`config.mk`:
```
export PLATFORM = sky130hd
export DESIGN_NAME = tmds_decoder
export DESIGN_NICKNAME = d
export VERILOG_FILES = /design/src/rtl/tmds_decoder.sv
export SDC_FILE = /design/constraint.sdc
export NUM_CORES = 1
export LEC_CHECK = 0
export ABC_AREA = 1
export CORE_UTILIZATION = 50
export CTS_BUF_LIST = sky130_fd_sc_hd__clkbuf_2
export CTS_CLUSTER_DIAMETER = 150
export DETAILED_ROUTE_END_ITERATION = 7
export GPL_ROUTABILITY_DRIVEN = 0
export PLACE_DENSITY = 0.82
export SLEW_MARGIN = 20
export SYNTH_ARGS = -nofsm -noshare
export SYNTH_HDL_FRONTEND = slang
export SYNTH_SLANG_ARGS = --single-unit
```
`constraint.sdc`:
```
create_clock -name I_pix_clk -period 2.05 [get_ports I_pix_clk]
set_clock_uncertainty 0.05 [all_clocks]
set_input_delay 0.3075 -clock I_pix_clk [delete_from_list [all_inputs] [get_ports I_pix_clk]]
set_output_delay 0.3075 -clock I_pix_clk [all_outputs]
set_load 0.05 [all_outputs]
```
`src/rtl/tmds_decoder.sv`:
```
// tmds_decoder: receive path for one TMDS channel, placed after the 1:10
// deserializer. Finds the 10-bit word boundary from runs of control tokens,
// decodes data words to bytes and control tokens to {C1,C0}, and reports lock.
// Build option: define TMDS_BARREL_EN to align words internally with a barrel
// shifter instead of asking the deserializer for bit slips.
module tmds_decoder #(
  parameter int unsigned CTRL_RUN       = 8,
  parameter int unsigned SEARCH_TIMEOUT = 2048,
  parameter int unsigned LOSS_TIMEOUT   = 4096,
  parameter int unsigned SLIP_SETTLE    = 4
) (
  input  logic       I_pix_clk,
  input  logic       I_rst_n,
  input  logic [9:0] I_tmds,
  output logic [7:0] O_data,
  output logic [1:0] O_ctrl,
  output logic       O_de,
  output logic       O_locked,
  output logic       O_bitslip,
  output logic [3:0] O_slip_idx
);

  localparam int unsigned TMO_MAX = (SEARCH_TIMEOUT > SLIP_SETTLE) ? SEARCH_TIMEOUT : SLIP_SETTLE;
  localparam int unsigned RUN_W   = $clog2(CTRL_RUN + 1);
  localparam int unsigned TMO_W   = $clog2(TMO_MAX + 1);
  localparam int unsigned LOSS_W  = $clog2(LOSS_TIMEOUT + 1);

  localparam logic [RUN_W-1:0]  RUN_LOCK  = RUN_W'(CTRL_RUN);
  localparam logic [TMO_W-1:0]  TMO_LAST  = TMO_W'(SEARCH_TIMEOUT - 1);
  localparam logic [TMO_W-1:0]  SETL_LAST = TMO_W'(SLIP_SETTLE - 1);
  localparam logic [LOSS_W-1:0] LOSS_MAX  = LOSS_W'(LOSS_TIMEOUT);

  localparam logic [9:0] TOK_00 = 10'b1101010100;
  localparam logic [9:0] TOK_01 = 10'b0010101011;
  localparam logic [9:0] TOK_10 = 10'b0101010100;
  localparam logic [9:0] TOK_11 = 10'b1010101011;

  typedef enum logic [1:0] {
    ST_SEARCH = 2'd0,
    ST_SLIP   = 2'd1,
    ST_SETTLE = 2'd2,
    ST_LOCKED = 2'd3
  } state_e;

  state_e              state_q, state_d;
  logic [RUN_W-1:0]    run_q, run_d;
  logic [TMO_W-1:0]    tmo_q, tmo_d;
  logic [LOSS_W-1:0]   loss_q, loss_d;
  logic [3:0]          idx_q, idx_d;

  logic [9:0]          w;
  logic [9:0]          w_q;
  logic                is_tok;
  logic [1:0]          tok_val;
  logic [7:0]          q;
  logic [7:0]          dec;

  logic [7:0]          data_q;
  logic [1:0]          ctrl_q;
  logic                de_q;

`ifdef TMDS_BARREL_EN
  logic [9:0]  in_q;
  logic [9:0]  prev_q;
  logic [19:0] cat;

  // Register the raw word and its predecessor so any 10-bit window can be cut.
  always_ff @(posedge I_pix_clk or negedge I_rst_n) begin
    if (!I_rst_n) begin
      in_q   <= '0;
      prev_q <= '0;
    end else begin
      in_q   <= I_tmds;
      prev_q <= in_q;
    end
  end

  // Barrel select: the older word occupies the low bits, so idx counts
  // bits dropped from the front of the stream.
  always_comb begin
    cat = {in_q, prev_q};
    w   = cat[{1'b0, idx_q} +: 10];
  end
`else
  // External deserializer does the slipping; words arrive already aligned.
  always_comb begin
    w = I_tmds;
  end
`endif

  // Stage 1: aligned word register.
  always_ff @(posedge I_pix_clk or negedge I_rst_n) begin
    if (!I_rst_n) begin
      w_q <= '0;
    end else begin
      w_q <= w;
    end
  end

  // Control token recognition on the stage-1 word.
  always_comb begin
    is_tok  = 1'b0;
    tok_val = '0;
    case (w_q)
      TOK_00: begin is_tok = 1'b1; tok_val = 2'b00; end
      TOK_01: begin is_tok = 1'b1; tok_val = 2'b01; end
      TOK_10: begin is_tok = 1'b1; tok_val = 2'b10; end
      TOK_11: begin is_tok = 1'b1; tok_val = 2'b11; end
      default: begin is_tok = 1'b0; tok_val = '0; end
    endcase
  end

  // Data decode: undo the optional inversion, then the XOR/XNOR chain.
  always_comb begin
    q      = w_q[9] ? ~w_q[7:0] : w_q[7:0];
    dec    = '0;
    dec[0] = q[0];
    for (int unsigned i = 1; i < 8; i++) begin
      dec[i] = w_q[8] ? (q[i] ^ q[i-1]) : ~(q[i] ^ q[i-1]);
    end
  end

  // Alignment FSM state and counters.
  always_ff @(posedge I_pix_clk or negedge I_rst_n) begin
    if (!I_rst_n) begin
      state_q <= ST_SEARCH;
      run_q   <= '0;
      tmo_q   <= '0;
      loss_q  <= '0;
      idx_q   <= '0;
    end else begin
      state_q <= state_d;
      run_q   <= run_d;
      tmo_q   <= tmo_d;
      loss_q  <= loss_d;
      idx_q   <= idx_d;
    end
  end

  // Alignment FSM next state; tmo_cnt doubles as the settle counter.
  always_comb begin
    state_d = state_q;
    run_d   = run_q;
    tmo_d   = tmo_q;
    loss_d  = loss_q;
    idx_d   = idx_q;
    case (state_q)
      ST_SEARCH: begin
        run_d = is_tok ? run_q + 1'b1 : '0;
        if (run_d == RUN_LOCK) begin
          // Lock wins over a timeout landing on the same cycle.
          state_d = ST_LOCKED;
          run_d   = '0;
          tmo_d   = '0;
          loss_d  = '0;
        end else if (tmo_q == TMO_LAST) begin
          state_d = ST_SLIP;
          run_d   = '0;
          tmo_d   = '0;
          idx_d   = (idx_q == 4'd9) ? 4'd0 : idx_q + 4'd1;
        end else begin
          tmo_d = tmo_q + 1'b1;
        end
      end
      ST_SLIP: begin
        state_d = ST_SETTLE;
        tmo_d   = '0;
      end
      ST_SETTLE: begin
        if (tmo_q == SETL_LAST) begin
          state_d = ST_SEARCH;
          run_d   = '0;
          tmo_d   = '0;
        end else begin
          tmo_d = tmo_q + 1'b1;
        end
      end
      ST_LOCKED: begin
        if (is_tok) begin
          loss_d = '0;
        end else if (loss_q != LOSS_MAX) begin
          loss_d = loss_q + 1'b1;
        end
        if (!is_tok && loss_d == LOSS_MAX) begin
          state_d = ST_SEARCH;
          run_d   = '0;
          tmo_d   = '0;
          loss_d  = '0;
        end
      end
      default: begin
        state_d = ST_SEARCH;
      end
    endcase
  end

  // Stage 2 outputs, gated by the lock decision taken on this same word so
  // O_locked and the decoded outputs change together.
  always_ff @(posedge I_pix_clk or negedge I_rst_n) begin
    if (!I_rst_n) begin
      data_q <= '0;
      ctrl_q <= '0;
      de_q   <= 1'b0;
    end else if (state_d != ST_LOCKED) begin
      data_q <= '0;
      ctrl_q <= '0;
      de_q   <= 1'b0;
    end else if (is_tok) begin
      data_q <= '0;
      ctrl_q <= tok_val;
      de_q   <= 1'b0;
    end else begin
      data_q <= dec;
      de_q   <= 1'b1;
    end
  end

  assign O_data     = data_q;
  assign O_ctrl     = ctrl_q;
  assign O_de       = de_q;
  assign O_locked   = (state_q == ST_LOCKED);
  assign O_slip_idx = idx_q;
`ifdef TMDS_BARREL_EN
  assign O_bitslip  = 1'b0;
`else
  assign O_bitslip  = (state_q == ST_SLIP);
`endif

endmodule

```
== After elaboration in Yosys (flattened, before gate mapping) ==
Index checks and enable logic that the tools add are counted.
Widths: inputs -> output; s select.
Storage, ports and cells
  input port bits: 12
  output and inout bits: 17
  memories: 0
  flip-flop bits (word level): 56
  memory bits (writable): 0
  latch bits: 0
  word-level logic and storage cells: 95
  bits in read-only memories: 0
Cells by class
  muxes and demuxes: 39
  reductions and logical operators: 10
  add/sub/neg operators: 4
  div/mod/pow operators: 0
  order comparisons: 0
  eq/ne operators: 17
  bitwise gates (word level): 16
  multiply operators: 0
  shift operators: 0
Operators by type and width (count)
  $mux 13: 5
  $mux 12: 4
  $pmux 12 s4: 1
  $pmux 13 s2: 1
  $mux 4: 6
  $mux 8: 3
  $eq 10x10->1 const B: 2
  $add 13x1->13 const B: 1
  $eq 13x13->1 const B: 1
  $ne 13x13->1 const B: 1
  $add 12x1->12 const B: 1
  $eq 12x11->1 const B: 1
  $eq 12x2->1 const B: 1
  $mux 2: 6
  $pmux 4 s3: 1
  $eq 10x8->1 const B: 1
  $eq 10x9->1 const B: 1
  $mux 1: 10
  $add 4x1->4 const B: 2
  $eq 4x4->1 const B: 2
  $not 1->1: 8
  $not 8->8: 1
  $pmux 2 s4: 1
  $xor 1x1->1: 7
  other kinds (13): 18

== Depth between registers and ports, before layout ==
Gate-level depths: netlist of run 1.
  depth in word-level cells: 11
  depth in mapped cells: 17

== Least setup slack after synthesis of run 1 ==
No wires, ideal clock.
  kind: register -> register
  start: register w_q[6]
  end: register ctrl_q[1], in the netlist O_ctrl[1]
  stages on the path, launching flop included: 15
  period minus slack after synthesis: 2.059 ns
  setup slack: -0.009 ns
  buffers on the path: 2
  data arrival time: 1.893 ns
  cells stage by stage: dfrtp_1 -> inv_1 -> ha_1 -> nand3_1 -> nor2_4 -> nor2_8 -> buf_4 -> nand3_2 -> nor3_1 -> nand2_1 -> nand2_4 -> nand3_1 -> nand3_1 -> buf_4 -> nor2_1
Between the ends
  cells in the longest elaborated chain, start to end: 11
  elaborated cells on any way between the ends: 21
  those cells by class: eq/ne (7); mux (10); reduce/logical (4)
Ends and longest elaborated chain
  start: declaration: RTL line 52  | logic [9:0] w_q;
  start signal: assignment: RTL line 96  | w_q <= w;
  $eq 10x10->1 (tied with other cells): RTL line 104  | case (w_q)
  $reduce_or 4->1 (no source line)
  $mux 1: RTL line 104
  $mux 13: RTL line 179  | if (is_tok) begin
  $mux 13: RTL line 147  | case (state_q)
  $eq 13x13->1: RTL line 184  | if (!is_tok && loss_d == LOSS_MAX) begin
  $logic_and 1x1->1: RTL line 184
  $mux 2: RTL line 184
  $pmux 2 s4: RTL line 147
  $ne 2x2->1: RTL line 204  | end else if (state_d != ST_LOCKED) begin
  $mux 2 / $reduce_bool 2->1 (equally long branches)
  end signal: assignment: RTL line 210  | ctrl_q <= tok_val;
  end: declaration: RTL line 59  | logic [1:0] ctrl_q;
Parallel ways exist; a longest one is shown, timed or not. The select of a mux whose other input is x is not followed.
A chain may end at the register's enable or synchronous reset.

== Worst setup path in the final report of run 1 ==
  start: register w_q[2]
  end: register ctrl_q[0], in the netlist O_ctrl[0]
The elaborated chain is that of the path after synthesis.

==> results of run 1 <==
per-layer routing:
metal / wire, um / part of all wire (%) / track usage, %
met5: 0 / 0 / 0
met4: 100 / 1.3 / 6.43
met3: 257 / 3.2 / 3.38
met2: 4200 / 53 / 41.3
met1: 3360 / 42 / 28.9
repair_timing:
| action | 4_1_cts | 5_1_grt |
|---|---|---|
| gates cloned | 3 | 0 |
| hold buffers | 1 | 0 |
| setup buffers | 9 | 0 |
| gates resized for setup | 48 | 38 |
| endpoints found under the hold margin | 21 | 0 |
| endpoints found under the setup margin | 48 | 52 |
| pin swaps | 19 | 13 |
through the flow:
step	hold slack, ns	power, uW	setup TNS, ns
3_5_place_dp	0.261	1260	-2.26
3_3_place_gp	0.252	1260	-0.566
4_1_cts	0.185	1830	-3.45
2_1_floorplan	-0.0381	1190	0
6_report	0.197	1820	-4.69
5_1_grt	0.164	1890	-12.28
flip-flops by register name, indices dropped and copies added (netlist names):
signal / cells
run_q: 4
O_data: 8
O_ctrl: 2
O_slip_idx: 4
tmo_q: 12
w_q: 10
O_de: 1
state_q: 2
loss_q: 13
cell families after synthesis:
family,Yosys count,synth area share (%)
AND/OR/NAND/NOR,229,33.3
XOR/XNOR,23,6.15
adder cells (fa/ha/maj),12,4.59
AO/OA/AOI/OAI,36,6.65
buffers and inverters,53,6.53
flip-flops,56,42.8
final cells by class:
class	count	area, um^2	share of cell area [%]
Multi-Input combinational cell	302	1910	44.7
Clock inverter	2	38.8	0.907
Clock buffer	6	30.0	0.703
Tap cell	77	96.3	2.25
Sequential cell	56	1400	32.8
Inverter	46	175	4.10
Timing Repair Buffer	67	621	14.5
Yosys cell counts:
master | instances | area (um^2)
a21oi_1 | 3 | 15.0
a31oi_1 | 1 | 6.26
buf_4 | 2 | 15.0
buf_6 | 1 | 11.3
clkbuf_1 | 4 | 15.0
clkinv_1 | 1 | 3.75
dfrtp_1 | 56 | 1400
ha_1 | 12 | 150
inv_1 | 39 | 146
inv_2 | 6 | 22.5
nand2_1 | 86 | 323
nand2_2 | 8 | 50.1
nand2_4 | 1 | 11.3
nand3_1 | 54 | 270
nand3_2 | 1 | 10.0
nand3b_1 | 1 | 7.51
nand3b_2 | 1 | 11.3
nand4_1 | 7 | 43.8
nor2_1 | 48 | 180
nor2_2 | 2 | 12.5
nor2_4 | 6 | 67.6
nor2_8 | 1 | 20.0
nor3_1 | 5 | 25.0
nor3_2 | 2 | 20.0
nor4_1 | 3 | 18.8
o211ai_1 | 8 | 60.1
o21ai_0 | 6 | 30.0
o21ai_1 | 11 | 55.1
o22ai_1 | 5 | 31.3
o31ai_1 | 1 | 7.51
o31ai_2 | 1 | 12.5
or2_2 | 3 | 18.8
xnor2_1 | 4 | 35.0
xor2_1 | 19 | 166
critical path, stage by stage, from the launching register on:
cell and delay, ns:
dfrtp_1 0.46, inv_1 0.07, ha_2 0.18, nand3_2 0.08, nor2_4 0.21, nor2_4 0.12
nand3_1 0.14, nand2_1 0.08, nor3_1 0.16, nand2_1 0.12, nand2_4 0.14, nand3_2 0.08
nand3_2 0.10, buf_6 0.16, nor2_2 0.04
how the worst min path moves through the flow:
stage          startpoint        end  slack, ns
2_1_floorplan     I_rst_n  O_ctrl[0]      -0.04
3_3_place_gp      I_rst_n  loss_q[7]       0.25
3_5_place_dp      I_rst_n  loss_q[7]       0.26
4_1_cts         I_tmds[4]     w_q[4]       0.19
5_1_grt         I_tmds[1]     w_q[1]       0.16
6_report        I_tmds[8]     w_q[8]       0.20
placed cells by master, fill, tap and decap left out, types with 3 or more instances in the layout:
cell type        instances
ha_2                     5
nand2_4                  6
nand2_1                 78
nor3_1                   5
o211ai_1                 8
nor4_1                   3
xnor2_1                  4
or2_2                    3
inv_2                    6
a21oi_1                  3
o21ai_2                  6
nand2_2                 12
o22ai_2                  5
nor2_1                  38
clkbuf_2                 6
ha_1                     7
o21ai_1                  9
nor2_2                   8
dlygate4sd2_1            8
buf_6                    6
inv_1                   38
dlymetal6s2s_1           7
clkdlybuf4s50_1         10
nor2_4                  11
nand3_1                 43
xor2_1                  19
nand3_2                 11
nand4_1                  7
dfrtp_1                 55
buf_4                   32
power breakdown:
group / switching, uW / internal [uW] / leakage [uW] / total [uW]
registers: 8.89 / 1120 / 0.000743 / 1130
logic: 64.4 / 62.0 / 0.00136 / 126
clock network: 350 / 216 / 0.0000436 / 566
total: 424 / 1400 / 0.00215 / 1820
==> flow_metrics.tcl, run 1 <==
set metrics [dict create \
    run_status "complete, but fails checks" \
    violations "negative setup slack" \
    final_area_mm2 0.00427 \
    grt_pass1_wl_um 13000 \
    hpwl_um 5260 \
    rr_worst_depth 14 \
    overflow 0 \
    syn_nets 433 \
    finalSetupViolations 37 \
    htree_levels 2 \
    endpoint "O_ctrl[0]" \
    endpoint_kind "register" \
    dieHeight_um 82.9 \
    dp_worst_setup_slack_ns -0.161 \
    clock_tree.root_cell "clkbuf_2" \
    max_freq_mhz 442 \
    min_period_ns 2.26 \
    tightest_slew_ns 0.596 \
    clk_pin_slew_worst_paths_ns 0.26 \
    hold_viol 0 \
    synth_cell_types 34 \
    netlist_instances 409 \
    dr.pass1.iters 5 \
    drt-initial-drc-count 210 \
    period_share_pct 110 \
    clockBufferDepth 2 \
    area_growth_pct 30.5 \
    clock_latency_ns 0.47 \
    drv_cap 0 \
    drive_gt1_share_pct 27.1 \
    slew_viol_final 0 \
    p_leak_uw 0.00215 \
    ys.warnings.count 0 \
    io_buffers 28 \
    reg2reg_slack_ns -0.21 \
    layout.nets 502 \
    post-route-util_pct 67.3 \
    crit_type "register to register" \
    cts_buffers 5 \
    synthesis.area_mm2 0.00327 \
    critical_path.max_fanout 7 \
    die_w_um 82.9 \
    crit_start "w_q[2]" \
    r2r-end "O_ctrl[0]" \
    crit_required_ns 2.38 \
    grt_antenna_before_repair 0 \
    die_area_mm2 0.00688 \
    nFillCells 472 \
    worst_hold_path.num_cells 1 \
    finalNonFillerCells 556 \
    initial_core_util_pct 51.6 \
    vias 3045 \
    routed_wl_um 7910 \
    synth_seq_area_share_pct 42.8 \
    ir_worst_vdd_mv 0.447 \
    grt_max_degree 36 \
    ant_nets 0 \
    grt_pass1_vias 2867 \
    core_area_mm2 0.00635 \
    routedWlPerCell_um 14.2 \
    num_io_pins 29 \
    maxSlewHeadroom_pct 59.9 \
    synth_seq_cells 56 \
    cts_tree "done" \
    cts_sinks 56 \
    fp-row-count 29 \
    worstHoldPathType "input port to register" \
    dpl-instance-area_mm2 0.00383 \
    power_density_mw_per_mm2 426 \
    avgSynthCellArea_um2 8.01 \
    setup_slack_ns -0.211 \
    drc 0 \
    dp.cells 535 \
    cp.arrival_ns 2.59 \
    antennaDiodeCount 0 \
    grt_setup_unrepaired "true" \
    reg2reg_from "w_q[2]" \
    via_per_inst 5.48 \
    setup.worst_path.start_class "register" \
    track_usage_pct 23.1 \
]
No activity file was read; power rests on OpenSTA's default activity.
==> inputs of run 2 (changes only) <==
--- a/config.mk
+++ b/config.mk
@@ -7,4 +7,5 @@
 export LEC_CHECK = 0
 export ABC_AREA = 1
+export CAP_MARGIN = 10
 export CORE_UTILIZATION = 50
 export CTS_BUF_LIST = sky130_fd_sc_hd__clkbuf_2
--- a/constraint.sdc
+++ b/constraint.sdc
@@ -3,3 +3,3 @@
 set_input_delay 0.3075 -clock I_pix_clk [delete_from_list [all_inputs] [get_ports I_pix_clk]]
 set_output_delay 0.3075 -clock I_pix_clk [all_outputs]
-set_load 0.05 [all_outputs]
+set_load 0.1 [all_outputs]
==> flow_metrics.tcl, run 2 (synthesis gave the netlist of run 1 again) <==
set metrics [dict create \
    min_period_ns 2.33 \
    hpwl_um 5220 \
    core_area_mm2 0.00635 \
    period_share_pct 114 \
    drive_gt1_share_pct 31.0 \
    drv_cap 0 \
    drc 0 \
    io_buffers 28 \
    power_density_mw_per_mm2 395 \
    area_growth_pct 31.7 \
    crit_type "register to register" \
    dr.pass1.iters 7 \
    setup_slack_ns -0.281 \
    worstHoldPathType "input port to asynchronous set/reset pin" \
    initial_core_util_pct 51.6 \
    p_leak_uw 0.00206 \
    overflow 0 \
    via_per_inst 5.55 \
    run_status "complete, but fails checks" \
    violations "negative setup slack" \
    clk_pin_slew_worst_paths_ns 0.30 \
    routed_wl_um 8440 \
    dp.cells 542 \
    clock_latency_ns 0.48 \
    fin_hold_ws_ns 0.0647 \
    hold_viol 0 \
    routedWlPerCell_um 14.8 \
    dp_worst_setup_slack_ns -0.153 \
    vias 3167 \
    die_w_um 82.9 \
    dieHeight_um 82.9 \
    cts_sinks 56 \
    clock_tree.root_cell "clkbuf_2" \
    mostFrequentLayoutCells "79 x nand2_1, 62 x buf_4, 56 x dfrtp_1" \
    nFillCells 447 \
    tightest_slew_ns 0.686 \
    crit_required_ns 2.43 \
    slew_viol_final 0 \
    finalNonFillerCells 571 \
    finalSetupViolations 42 \
    maxSlewHeadroom_pct 53.9 \
    critical_path.max_fanout 7 \
    top_register "loss_q" \
    clockBufferDepth 2 \
    grt_antenna_before_repair 0 \
    setup.worst_path.start_class "register" \
    htree_levels 2 \
    reg_top3 "loss_q (13), tmo_q (12), w_q (10)" \
    cts_tree "done" \
    grt_pass1_vias 2944 \
    finalSetupTns_ns -5.18 \
    endpoint_kind "register" \
    grt_pass1_wl_um 12800 \
    r2r-end "O_data[1]" \
    reg2reg_slack_ns -0.28 \
    num_io_pins 29 \
    layout.nets 517 \
    drt-initial-drc-count 182 \
    antennaDiodeCount 0 \
    die_area_mm2 0.00688 \
    grt_max_degree 30 \
    rr_worst_depth 13 \
    grt_setup_unrepaired "true" \
    largest_reg_flops 13 \
    ant_nets 0 \
    ir_worst_vdd_mv 0.290 \
    fp-row-count 29 \
    cp.arrival_ns 2.71 \
    max_freq_mhz 429 \
    final_common_cell "nand2_1" \
    reg2reg_from "w_q[2]" \
    cts_buffers 5 \
    track_usage_pct 22.8 \
]
==> run 2: how the worst max path moves through the flow <==
stage | slack (ns) | endpoint | startpoint
floorplan | 0.01 | O_ctrl[1] | w_q[6]
global placement | -0.06 | O_data[5] | w_q[1]
detailed placement | -0.15 | tmo_q[2] | w_q[2]
CTS | -0.18 | tmo_q[3] | w_q[2]
global route | -0.41 | O_de | w_q[2]
finish | -0.28 | O_data[1] | w_q[2]
==> run 2: where the power goes <==
part / internal, uW / total [uW] / switching [uW]
combinational: 62.5 / 130 / 67.5
sequential: 1120 / 1130 / 8.89
clock: 78.4 / 444 / 366
==> run 2: cell type report <==
type                    instances  area (um^2)  area share (%)
multi-input cells             302         1910            44.3
flip-flops and latches         56         1400            32.5
repair buffers                 82          688            16.0
inverters                      46          173            4.00
well taps                      77         96.3            2.23
clock buffers                   5         25.0           0.580
clock inverters                 3         18.8           0.435
==> run 2: layer usage <==
| metal | global-route usage, % | up-vias | wire length (um) |
|---|---|---|---|
| met5 | 0 | - | 0 |
| met4 | 8.62 | 0 | 331 |
| met3 | 3.28 | 43 | 510 |
| met2 | 40.5 | 153 | 4220 |
| met1 | 27.9 | 1471 | 3370 |
| li1 | - | 1500 | - |
==> run 2: worst max-delay path, cell delays in order (launching register included) <==
cell and delay (ns):
dfrtp_1 0.47, inv_1 0.08, ha_2 0.18, nand3_2 0.08
nor2_4 0.21, nor2_4 0.12, nor2_4 0.17, nand2_2 0.11
o31ai_4 0.29, nand2_1 0.11, nand2_2 0.10, nand3_4 0.09
buf_6 0.15, nor2_1 0.08
==> run 2: metrics by stage <==
stage	instance area (um^2)	utilization (%)	power [uW]
2_1_floorplan	3280	-	1190
3_3_place_gp	3850	60.7	1260
3_5_place_dp	3850	60.7	1260
4_1_cts	4090	64.4	1700
5_1_grt	4310	67.9	1760
6_report	4310	67.9	1700
==> run 2: repair_timing <==
action                                  4_1_cts  5_1_grt
gates cloned                                  2        1
endpoints found under the hold margin        56        0
pin swaps                                    11       16
gates resized for setup                      31       32
hold buffers                                  1        0
endpoints found under the setup margin       37       45
buffers inserted                              7       10
==> inputs of run 3 (changes only) <==
--- a/config.mk
+++ b/config.mk
@@ -8,4 +8,5 @@
 export ABC_AREA = 1
 export CAP_MARGIN = 10
+export CORE_MARGIN = 2
 export CORE_UTILIZATION = 50
 export CTS_BUF_LIST = sky130_fd_sc_hd__clkbuf_2
--- a/constraint.sdc
+++ b/constraint.sdc
@@ -3,3 +3,3 @@
 set_input_delay 0.3075 -clock I_pix_clk [delete_from_list [all_inputs] [get_ports I_pix_clk]]
 set_output_delay 0.3075 -clock I_pix_clk [all_outputs]
-set_load 0.1 [all_outputs]
+set_load 0.005 [all_outputs]
==> flow_metrics.tcl, run 3 (synthesis gave the netlist of run 1 again) <==
set metrics [dict create \
    crit_chain "inv_1 -> ha_2 -> nand3_2 -> nor2_4 -> nor2_4 -> buf_12 -> nor2_4 -> o31ai_2 -> nand2_1 -> nand2_2 -> nand3_2 -> buf_6 -> nor2_1" \
    endpoint_kind "register" \
    overflow 0 \
    dieHeight_um 84.9 \
    grt_pass1_wl_um 13000 \
    power_density_mw_per_mm2 391 \
    worstHoldPathType "input port to register" \
    cts_tree "done" \
    max_freq_mhz 433 \
    crit_required_ns 2.43 \
    clockBufferDepth 2 \
    grt_antenna_before_repair 0 \
    reg_top3 "loss_q (13), tmo_q (12), w_q (10)" \
    top_register "loss_q" \
    drive_gt1_share_pct 29.0 \
    finalSetupTns_ns -6.98 \
    layout.nets 516 \
    io_buffers 28 \
    clock_tree.root_cell "clkbuf_2" \
    htree_levels 2 \
    core_area_mm2 0.00635 \
    mostFrequentLayoutCells "73 x nand2_1, 55 x dfrtp_1, 43 x nor2_1" \
    grt_pass1_vias 2927 \
    dp.cells 538 \
    drt-initial-drc-count 203 \
    fp-row-count 29 \
    post-route-util_pct 69.1 \
    maxSlewHeadroom_pct 55.5 \
    clock_latency_ns 0.49 \
    dp_worst_setup_slack_ns -0.136 \
    final_common_cell "nand2_1" \
    grt_setup_unrepaired "true" \
    setup_slack_ns -0.257 \
    largest_reg_flops 13 \
    crit_type "register to register" \
    antennaDiodeCount 0 \
    tightest_slew_ns 0.663 \
    drc 0 \
    cp.arrival_ns 2.68 \
    via_per_inst 5.57 \
    slew_viol_final 0 \
    ant_nets 0 \
    num_io_pins 29 \
    run_status "complete, but fails checks" \
    clk_pin_slew_worst_paths_ns 0.26 \
    dpl-instance-area_mm2 0.00385 \
    period_share_pct 113 \
    critical_path.max_fanout 6 \
    ir_worst_vdd_mv 0.335 \
    final_area_mm2 0.00439 \
    die_w_um 84.9 \
    dr.pass1.iters 5 \
    nFillCells 445 \
    routed_wl_um 8620 \
    cts_sinks 56 \
    min_period_ns 2.31 \
    regArea_mm2 0.00140 \
    critical-path-max-stage-delay_ns 0.46 \
    initial_core_util_pct 51.6 \
    area_growth_pct 34.0 \
    setup.worst_path.start_class "register" \
    finalSetupViolations 45 \
    crit_path_top_delay_cell "dfrtp_1" \
    drv_cap 0 \
    violations "negative setup slack" \
    p_leak_uw 0.00207 \
    cts_buffers 5 \
    multi_input_area_mm2 0.00193 \
    hold_viol 0 \
    track_usage_pct 22.1 \
    hpwl_um 5360 \
    vias 3173 \
    finalNonFillerCells 570 \
    crit_top_cell "nor2_4" \
    die_area_mm2 0.00721 \
    grt_max_degree 37 \
    routedWlPerCell_um 15.1 \
]
-- run 3: cell count changes in the layout (fill, tap and decap cells not counted), moves of 3 or more --
cell,before,now
ha_1,11,8
nand2_1,79,73
clkdlybuf4s50_1,10,26
nand3_2,13,16
nand2_2,11,17
buf_4,62,42
nor2_2,11,5
nor2_1,36,43
-- run 3: critical path, delay by kind of cell, from the launching register on --
kind | cells | cell delay, ns
buffers and inverters | 3 | 0.37
AO/OA/AOI/OAI | 1 | 0.29
flip-flops | 1 | 0.46
adder cells (fa/ha/maj) | 1 | 0.19
AND/OR/NAND/NOR | 8 | 0.90
-- run 3: area by class of cell --
type / count / share of cell area [%]
multi-input combinational: 302 / 44.0
sequential: 56 / 32.0
timing repair buffer: 81 / 16.7
inverter: 46 / 4.11
tap: 77 / 2.20
clock buffer: 5 / 0.570
clock inverter: 3 / 0.485
-- run 3: final timing paths --
path,slack (ns),depth (start not counted),from,end
max reg2reg,-0.26,13,w_q[2],O_ctrl[0]
max in group asynchronous,1.17,3,I_rst_n,state_q[1]
min in group asynchronous,0.19,2,I_rst_n,loss_q[4]
max,-0.26,13,w_q[2],O_ctrl[0]
min,0.18,1,I_tmds[9],w_q[9]
min reg2reg,0.51,2,run_q[3],run_q[3]
-- run 3: timing repair --
action,4_1_cts,5_1_grt
cloned,2,1
hold buffers,1,0
endpoints found under the hold margin,20,0
pin swaps,4,19
setup buffers,7,13
gates resized for setup,34,43
setup endpoints to repair,30,46
-- run 3: per-stage QoR --
stage | hold slack [ns] | power, uW
2_1_floorplan | -0.0381 | 1190
3_3_place_gp | 0.245 | 1260
4_1_cts | 0.177 | 1720
3_5_place_dp | 0.251 | 1260
5_1_grt | 0.152 | 1780
6_report | 0.183 | 1720
-- run 3: report_power, final --
| group | total [uW] | switching [uW] | internal [uW] |
|---|---|---|---|
| sequential | 1130 | 8.99 | 1120 |
| combinational | 123 | 60.6 | 62.0 |
| clock | 468 | 381 | 86.4 |
| total | 1720 | 451 | 1270 |
-- run 3: metal layers --
metal / vias up / track usage (%) / share of wire (%)
met5: - / 0 / 0
met4: 0 / 7.22 / 1.5
met3: 18 / 3.50 / 5.1
met2: 109 / 39.9 / 54
met1: 1544 / 27.1 / 40
li1: 1502 / - / -
